`src/rtl/fp_unit_issuer.sv`:
```
// fp_unit_issuer: credit-based go/done issuer for a fixed-latency FP unit with in-order response FIFO.
// Optional done/expect checker is built when FP_ISSUE_CHECK_EN is defined.
module fp_unit_issuer #(
    parameter int WIDTH   = 32,
    parameter int LATENCY = 28,
    parameter int DEPTH   = 29
) (
    input  logic             clock,
    input  logic             reset,
    input  logic             req_valid,
    output logic             req_ready,
    input  logic [WIDTH-1:0] req_data,
    output logic             unit_go,
    output logic [WIDTH-1:0] unit_arg,
    input  logic             unit_done,
    input  logic [WIDTH-1:0] unit_result,
    output logic             resp_valid,
    input  logic             resp_ready,
    output logic [WIDTH-1:0] resp_data,
    output logic             busy,
    output logic             check_err
);
    localparam int CW = $clog2(DEPTH + 1);
    localparam int PW = DEPTH > 1 ? $clog2(DEPTH) : 1;

    logic [CW-1:0]    credits;
    logic [CW-1:0]    count;
    logic [LATENCY-1:0] expect_sr;
    logic [PW-1:0]    wr_ptr;
    logic [PW-1:0]    rd_ptr;
    logic [WIDTH-1:0] mem [DEPTH];
    logic             issue;
    logic             take;
    logic             write;

    function automatic logic [PW-1:0] nxt(input logic [PW-1:0] p);
        return p == PW'(DEPTH - 1) ? '0 : p + PW'(1);
    endfunction

    assign req_ready  = (credits != '0) & ~reset;
    assign issue      = req_valid & req_ready;
    assign unit_go    = issue;
    assign unit_arg   = req_data;
    assign write      = unit_done & expect_sr[0];
    assign resp_valid = count != '0;
    assign take       = resp_valid & resp_ready;
    assign resp_data  = mem[rd_ptr];
    assign busy       = credits != CW'(DEPTH);

    // Credits, expected-done tracking and FIFO bookkeeping; a credit returns only when the consumer takes a result
    always_ff @(posedge clock or posedge reset) begin
        if (reset) begin
            credits   <= CW'(DEPTH);
            count     <= '0;
            expect_sr <= '0;
            wr_ptr    <= '0;
            rd_ptr    <= '0;
        end else begin
            credits   <= credits - CW'(issue) + CW'(take);
            count     <= count + CW'(write) - CW'(take);
            expect_sr <= LATENCY'({issue, expect_sr} >> 1);
            wr_ptr    <= write ? nxt(wr_ptr) : wr_ptr;
            rd_ptr    <= take ? nxt(rd_ptr) : rd_ptr;
        end
    end

    // Result storage; credits guarantee a free slot whenever a write happens
    always_ff @(posedge clock) begin
        if (write) mem[wr_ptr] <= unit_result;
    end

`ifdef FP_ISSUE_CHECK_EN
    // Sticky flag for a done that arrives when none is due, or a due done that never arrives
    always_ff @(posedge clock or posedge reset) begin
        if (reset) check_err <= 1'b0;
        else if (unit_done != expect_sr[0]) check_err <= 1'b1;
    end
`else
    assign check_err = 1'b0;
`endif

endmodule

```
`config.mk`:
```
export PLATFORM = sky130hd
export DESIGN_NAME = fp_unit_issuer
export DESIGN_NICKNAME = d
export VERILOG_FILES = /design/src/rtl/fp_unit_issuer.sv
export SDC_FILE = /design/constraint.sdc
export NUM_CORES = 1
export LEC_CHECK = 0
export ABC_CLOCK_PERIOD_IN_PS = 3240
export CAP_MARGIN = 15
export CORE_MARGIN = 2
export CORE_UTILIZATION = 45
export CTS_CLUSTER_DIAMETER = 200
export CTS_CLUSTER_SIZE = 12
export DETAILED_ROUTE_END_ITERATION = 6
export PLACE_DENSITY = 0.73
export SYNTH_ARGS = -nofsm -noshare
export SYNTH_HDL_FRONTEND = slang
export SYNTH_SLANG_ARGS = --single-unit
```
`constraint.sdc`:
```
create_clock -name clock -period 3.24 [get_ports clock]
set_clock_uncertainty 0.05 [all_clocks]
set_input_delay 0.81 -clock clock [delete_from_list [all_inputs] [get_ports clock]]
set_output_delay 0.81 -clock clock [all_outputs]
set_load 0.01 [all_outputs]
```
; ---- Yosys cells after proc, flatten, opt, wreduce, memory -nomap -nowiden
; Memories as Yosys holds them, arrays and structs flattened.
; Cells that the tools add are included.
[op_classes]
add_sub_neg = 6
eq_ne = 3
mux = 4
bitwise = 5
reduce_logical = 2
[ops]
columns = cell, n
row1 = $add 5x1->5, 2
row2 = $add 5x1->5 const B, 2
row3 = $eq 5x5->1 const B, 2
row4 = $mux 5, 2
row5 = $reduce_bool 5->1, 2
row6 = $sub 5x1->5, 2
row7 = $ne 5x5->1 const B, 1
row8 = $and 1x1->1, 4
row9 = $mux 1, 2
row10 = $not 1->1, 1
[word_totals]
ff_bits = 48
mem_bits_rw = 928
inputBits = 69
word_cells = 26
n_memories = 1
[mem_list]
columns = memory, words, word_bits, read_ports, rd_clocked_by_memory_dff, write_ports, line_no
row1 = mem, 29, 32, 1, 0, 1, 31  ; logic [WIDTH-1:0] mem [DEPTH];

; ---- Logic depth before layout (Yosys ltp)
[logic_depth]
word_depth = 5
mapped_depth = 15
ltp_nobuf = 15

; ---- Least setup slack after synthesis
; No wires, ideal clock.
[synth_timing]
path_type = input port to flip-flop
start = in unit_done
end = mem mem[15][0] (enable)
setup_time_ps = 422
arrival_time_ps = 2778
t_required_ps = 2768
slack_ps = -11
cell_stages = 4
cell_sequence = and2_1 clkbuf_1 nand2_1 nor2_1
[synth_between]
elab_chain_len = 3
[synth_rtl]
columns = element, line_no
row1 = start: declaration, 15  ; input logic unit_done,
row2 = $and 1x1->1, 44  ; assign write = unit_done & expect_sr[0];
row3 = $mux 1, 69  ; if (write) mem[wr_ptr] <= unit_result;
row4 = $mux 1 (implied by the code), 69
row5 = end: declaration, 31
; Every way passes these cells.

; ---- Worst setup path in the final report
[layout_timing]
start = reg rd_ptr[0]
end = out resp_data[29]
[layout_between]
elab_chain_len = 1
[layout_rtl]
columns = element, line_no
row1 = start: declaration, 30  ; logic [PW-1:0] rd_ptr;
row2 = start signal: assignment, 63  ; rd_ptr <= take ? nxt(rd_ptr) : rd_ptr;
row3 = $mem_v2 29x32, n/a
row4 = end: declaration, 19  ; output logic [WIDTH-1:0] resp_data,
; Every way passes these cells.

==> results.txt <==
outcome: finished, violations left
violations in the final reports: DRC, setup timing
max-slew violation count: 0
sequential area share after synthesis: 0.762
Total Nets Final: 2390
r2r setup slk: 0.31 ns
Slew headroom: 0.299
CTS Sinks: 976
worst skew pair latency: 0.65 ns
antenna diode count: 0
Lkg Pwr: 15.6 nW
initial antenna violation count: 1
WL/cell: 28.3 um
# setup viols final: 32
WHS Path Cells: 0
Die W: 295 um
P_int: 27.1 mW
combinational power share: 0.395
Commonest cells post-synth: edfxtp_1, mux2i_1, nor2_1
Post-synth EDFFs: 928
fin util: 0.561
total CTS buffers: 91
P per Cell Area: 836 mW/mm^2
Setup WS post-layout: -0.653 ns
Core Region: 0.0838 mm^2
top-area cell type share of the netlist area: 0.730
H-tree depth: 3
number of global-route vias before repair: 21357
Mapped Nets: 2058
Critical path buffers and inverters: 5
Setup Slack @ Placement: -0.317 ns
num rows: 106
I/O Pins: 138
most common cell in the netlist: edfxtp_1
cell area after synthesis: 0.0382 mm^2
footprint of the multi-input gates: 0.00940 mm^2
CP delay by family, top: buffers and inverters
fraction of layout cells with a size suffix above 1: 0.358
sequential power share: 0.364
switching share of power: 0.312
Setup CP Type: reg2out
CTS tree: done
register area: 0.0291 mm^2
Starting Density: 0.455
Top cell by count, worst path: buf_6
synth warn: 0
Async S/R FF share, synth: 0.0492
CP required: 2.38 ns
RSZ-0062 raised after global routing: true
actual slew at the worst max-slew pin: 1.05 ns
CTS root buf: clkbuf_16
aggregate global-route resource usage: 0.221
Min-Delay Startpoint: expect_sr[20]$_DFF_PP0_
Max Cap Violations: 0
hold endpoint: expect_sr[19]$_DFF_PP0_
average cell area after synthesis: 19.4 um^2
FILL cells: 6054
# hold bufs at CTS: 0
crit-path max FO: 6
startpoint types: register
Synth area leaders: edfxtp_1, mux4_2, mux2i_1
Routed Antenna Nets: 0
Syn Inst Count: 1968
slowest stage cell on the critical path: mux4_2
RD Place Congestion: 0.788
Reg2Reg Launch Point: count[3]$_DFF_PP0_
maximum VDD drop: 0.434 mV
DIE AREA: 0.0871 mm^2
Syn-to-layout area delta: 23.2%
Yosys top cell by area: edfxtp_1
clock network fraction of total power: 0.241
first-pass GRT wire length: 140000 um
post-synthesis register bit count: 976
via/cell ratio: 6.01
First DRT Iteration DRCs: 2452
Crit path largest cell delay: 0.55 ns
Final Instance Area: 0.0470 mm^2
largest net degree at the start of global routing: 41
reg2reg path depth: 15
final hold viol count: 0
Crit. End Element: output port
CTS max path bufs: 3
worst-path cell chain: buf_12 -> buf_16 -> buf_6 -> mux4_2 -> a221oi_4 -> buf_4 -> nand2b_4 -> and3_4 -> buf_6
DP HPWL: 51500 um
worst setup path startpoint: rd_ptr[0]$_DFFE_PP0P_
Psw: 12.3 mW
Vias: 20776
total power: 39.3 mW
Pre-antenna DRT Iters: 7
grt ovf: 0
Hold Crit Class: reg2reg
RR Endpoint: count[4]$_DFF_PP0_
height of the die: 295 um
CP arrival: 3.03 ns
Clock Pin Slew Worst Setup and Hold Paths: 0.06 ns
DP Cell Count: 3228
fin cells: 3455
DRC violations left: 1
fmax: 0.257 GHz
final wirelength: 97700 um
Top FF cell, synth: edfxtp_1
area post-placement: 0.0419 mm^2
Tcrit/Tclk final: 1.20
Cell variety after synth: 60
Tmin final: 3.89 ns
PortBufs: 72
## sequential cells by signal, summed over array words and instances, names as in the netlist
signal and cells:
mem 928, expect_sr 28, count 5, credits 5, rd_ptr 5, wr_ptr 5
## per-stage QoR
stage                     hold slack [ns]  TNS, ns
after floorplan                     0.281        0
after global placement              0.283    -6.76
after detailed placement            0.285    -7.01
after CTS                           0.294   -15.90
after global routing                0.295   -19.07
final                               0.293   -15.91
## what timing repair did
item                                    4_1_cts  5_1_grt
pin swaps                                   108       88
endpoints found under the setup margin       34       33
gates resized for setup                     327      143
setup buffers                                63       55
cloned                                       13        6
## power groups by stage
stage | Clock, mW | Combinational (mW) | Sequential, mW
2_1_floorplan | 0 | 7.09 | 14.5
3_3_place_gp | 0 | 11.8 | 14.6
3_5_place_dp | 0 | 11.9 | 14.6
4_1_cts | 9.61 | 14.1 | 14.3
5_1_grt | 10.1 | 16.3 | 14.3
6_report | 9.48 | 15.5 | 14.3
## worst max path at each step
stage | end | slack (ns) | cells past startpoint
after detailed placement | resp_data[28] | -0.32 | 9
final | resp_data[29] | -0.65 | 9
after global placement | resp_data[28] | -0.32 | 9
after global routing | resp_data[29] | -0.73 | 9
after floorplan | mem[27][0]$_DFFE_PP_ | 0.006 | 4
after CTS | resp_data[22] | -0.58 | 11
## logic make-up (layout without fill, tap and decap cells)
| kind of cell | count (synthesis) | count (layout) | synth area share |
|---|---|---|---|
| other | 1 | 1 | 0.0000983 |
| XOR/XNOR | 9 | 9 | 0.00207 |
| adder cells (fa/ha/maj) | 21 | 21 | 0.00728 |
| AO/OA/AOI/OAI | 241 | 241 | 0.0497 |
| multiplexers | 350 | 350 | 0.127 |
| flip-flops | 976 | 976 | 0.762 |
| AND/OR/NAND/NOR | 213 | 213 | 0.0270 |
| buffers and inverters | 157 | 510 | 0.0253 |
## cells in the final DEF (no fill, tap or decap), drive strengths merged, types with 4 or more instances in the layout
cell type      Yosys  layout
edfxtp           928     928
buf               96     327
mux2i            190     190
clkbuf            41     113
nor2             100     100
mux4              99      99
mux2              61      61
dfrtp             44      44
clkdlybuf4s50      0      39
a21oi             38      38
nand3             35      35
o22ai             33      33
o211ai            31      31
nor4              31      31
a221o             30      30
o221ai            30      30
a211oi            30      30
o31ai             30      30
inv               20      22
ha                19      19
nand2             19      19
o21ai             11      11
nand3b             6       6
xnor2              5       5
clkinv             0       5
xor2               4       4
dfstp              4       4
or3b               4       4
## per-layer routing
metal,track usage,wire (um),vias up
li1,-,-,8632
met1,0.291,37300,10834
met2,0.356,47800,1073
met3,0.0540,8920,235
met4,0.0859,3650,2
met5,0.00665,14,-
## final cells by class
cell class,instances,area share
Sequential cell,976,0.619
Multi-Input combinational cell,835,0.200
Timing Repair Buffer,376,0.0969
Clock buffer,107,0.0502
Tap cell,1134,0.0302
Clock inverter,7,0.00269
Inverter,20,0.00160
## worst register-to-register path, cell delays in order (launching register included)
cell,delay [ns]
dfrtp_1,0.39
inv_1,0.09
ha_1,0.13
or4b_4,0.49
nand2_2,0.21
inv_2,0.07
ha_1,0.28
inv_1,0.06
ha_1,0.15
inv_1,0.05
fa_1,0.43
inv_1,0.08
a21oi_1,0.07
nor2_1,0.09
nor2_1,0.05
xnor2_1,0.11
(Power assumes the default switching activity.)
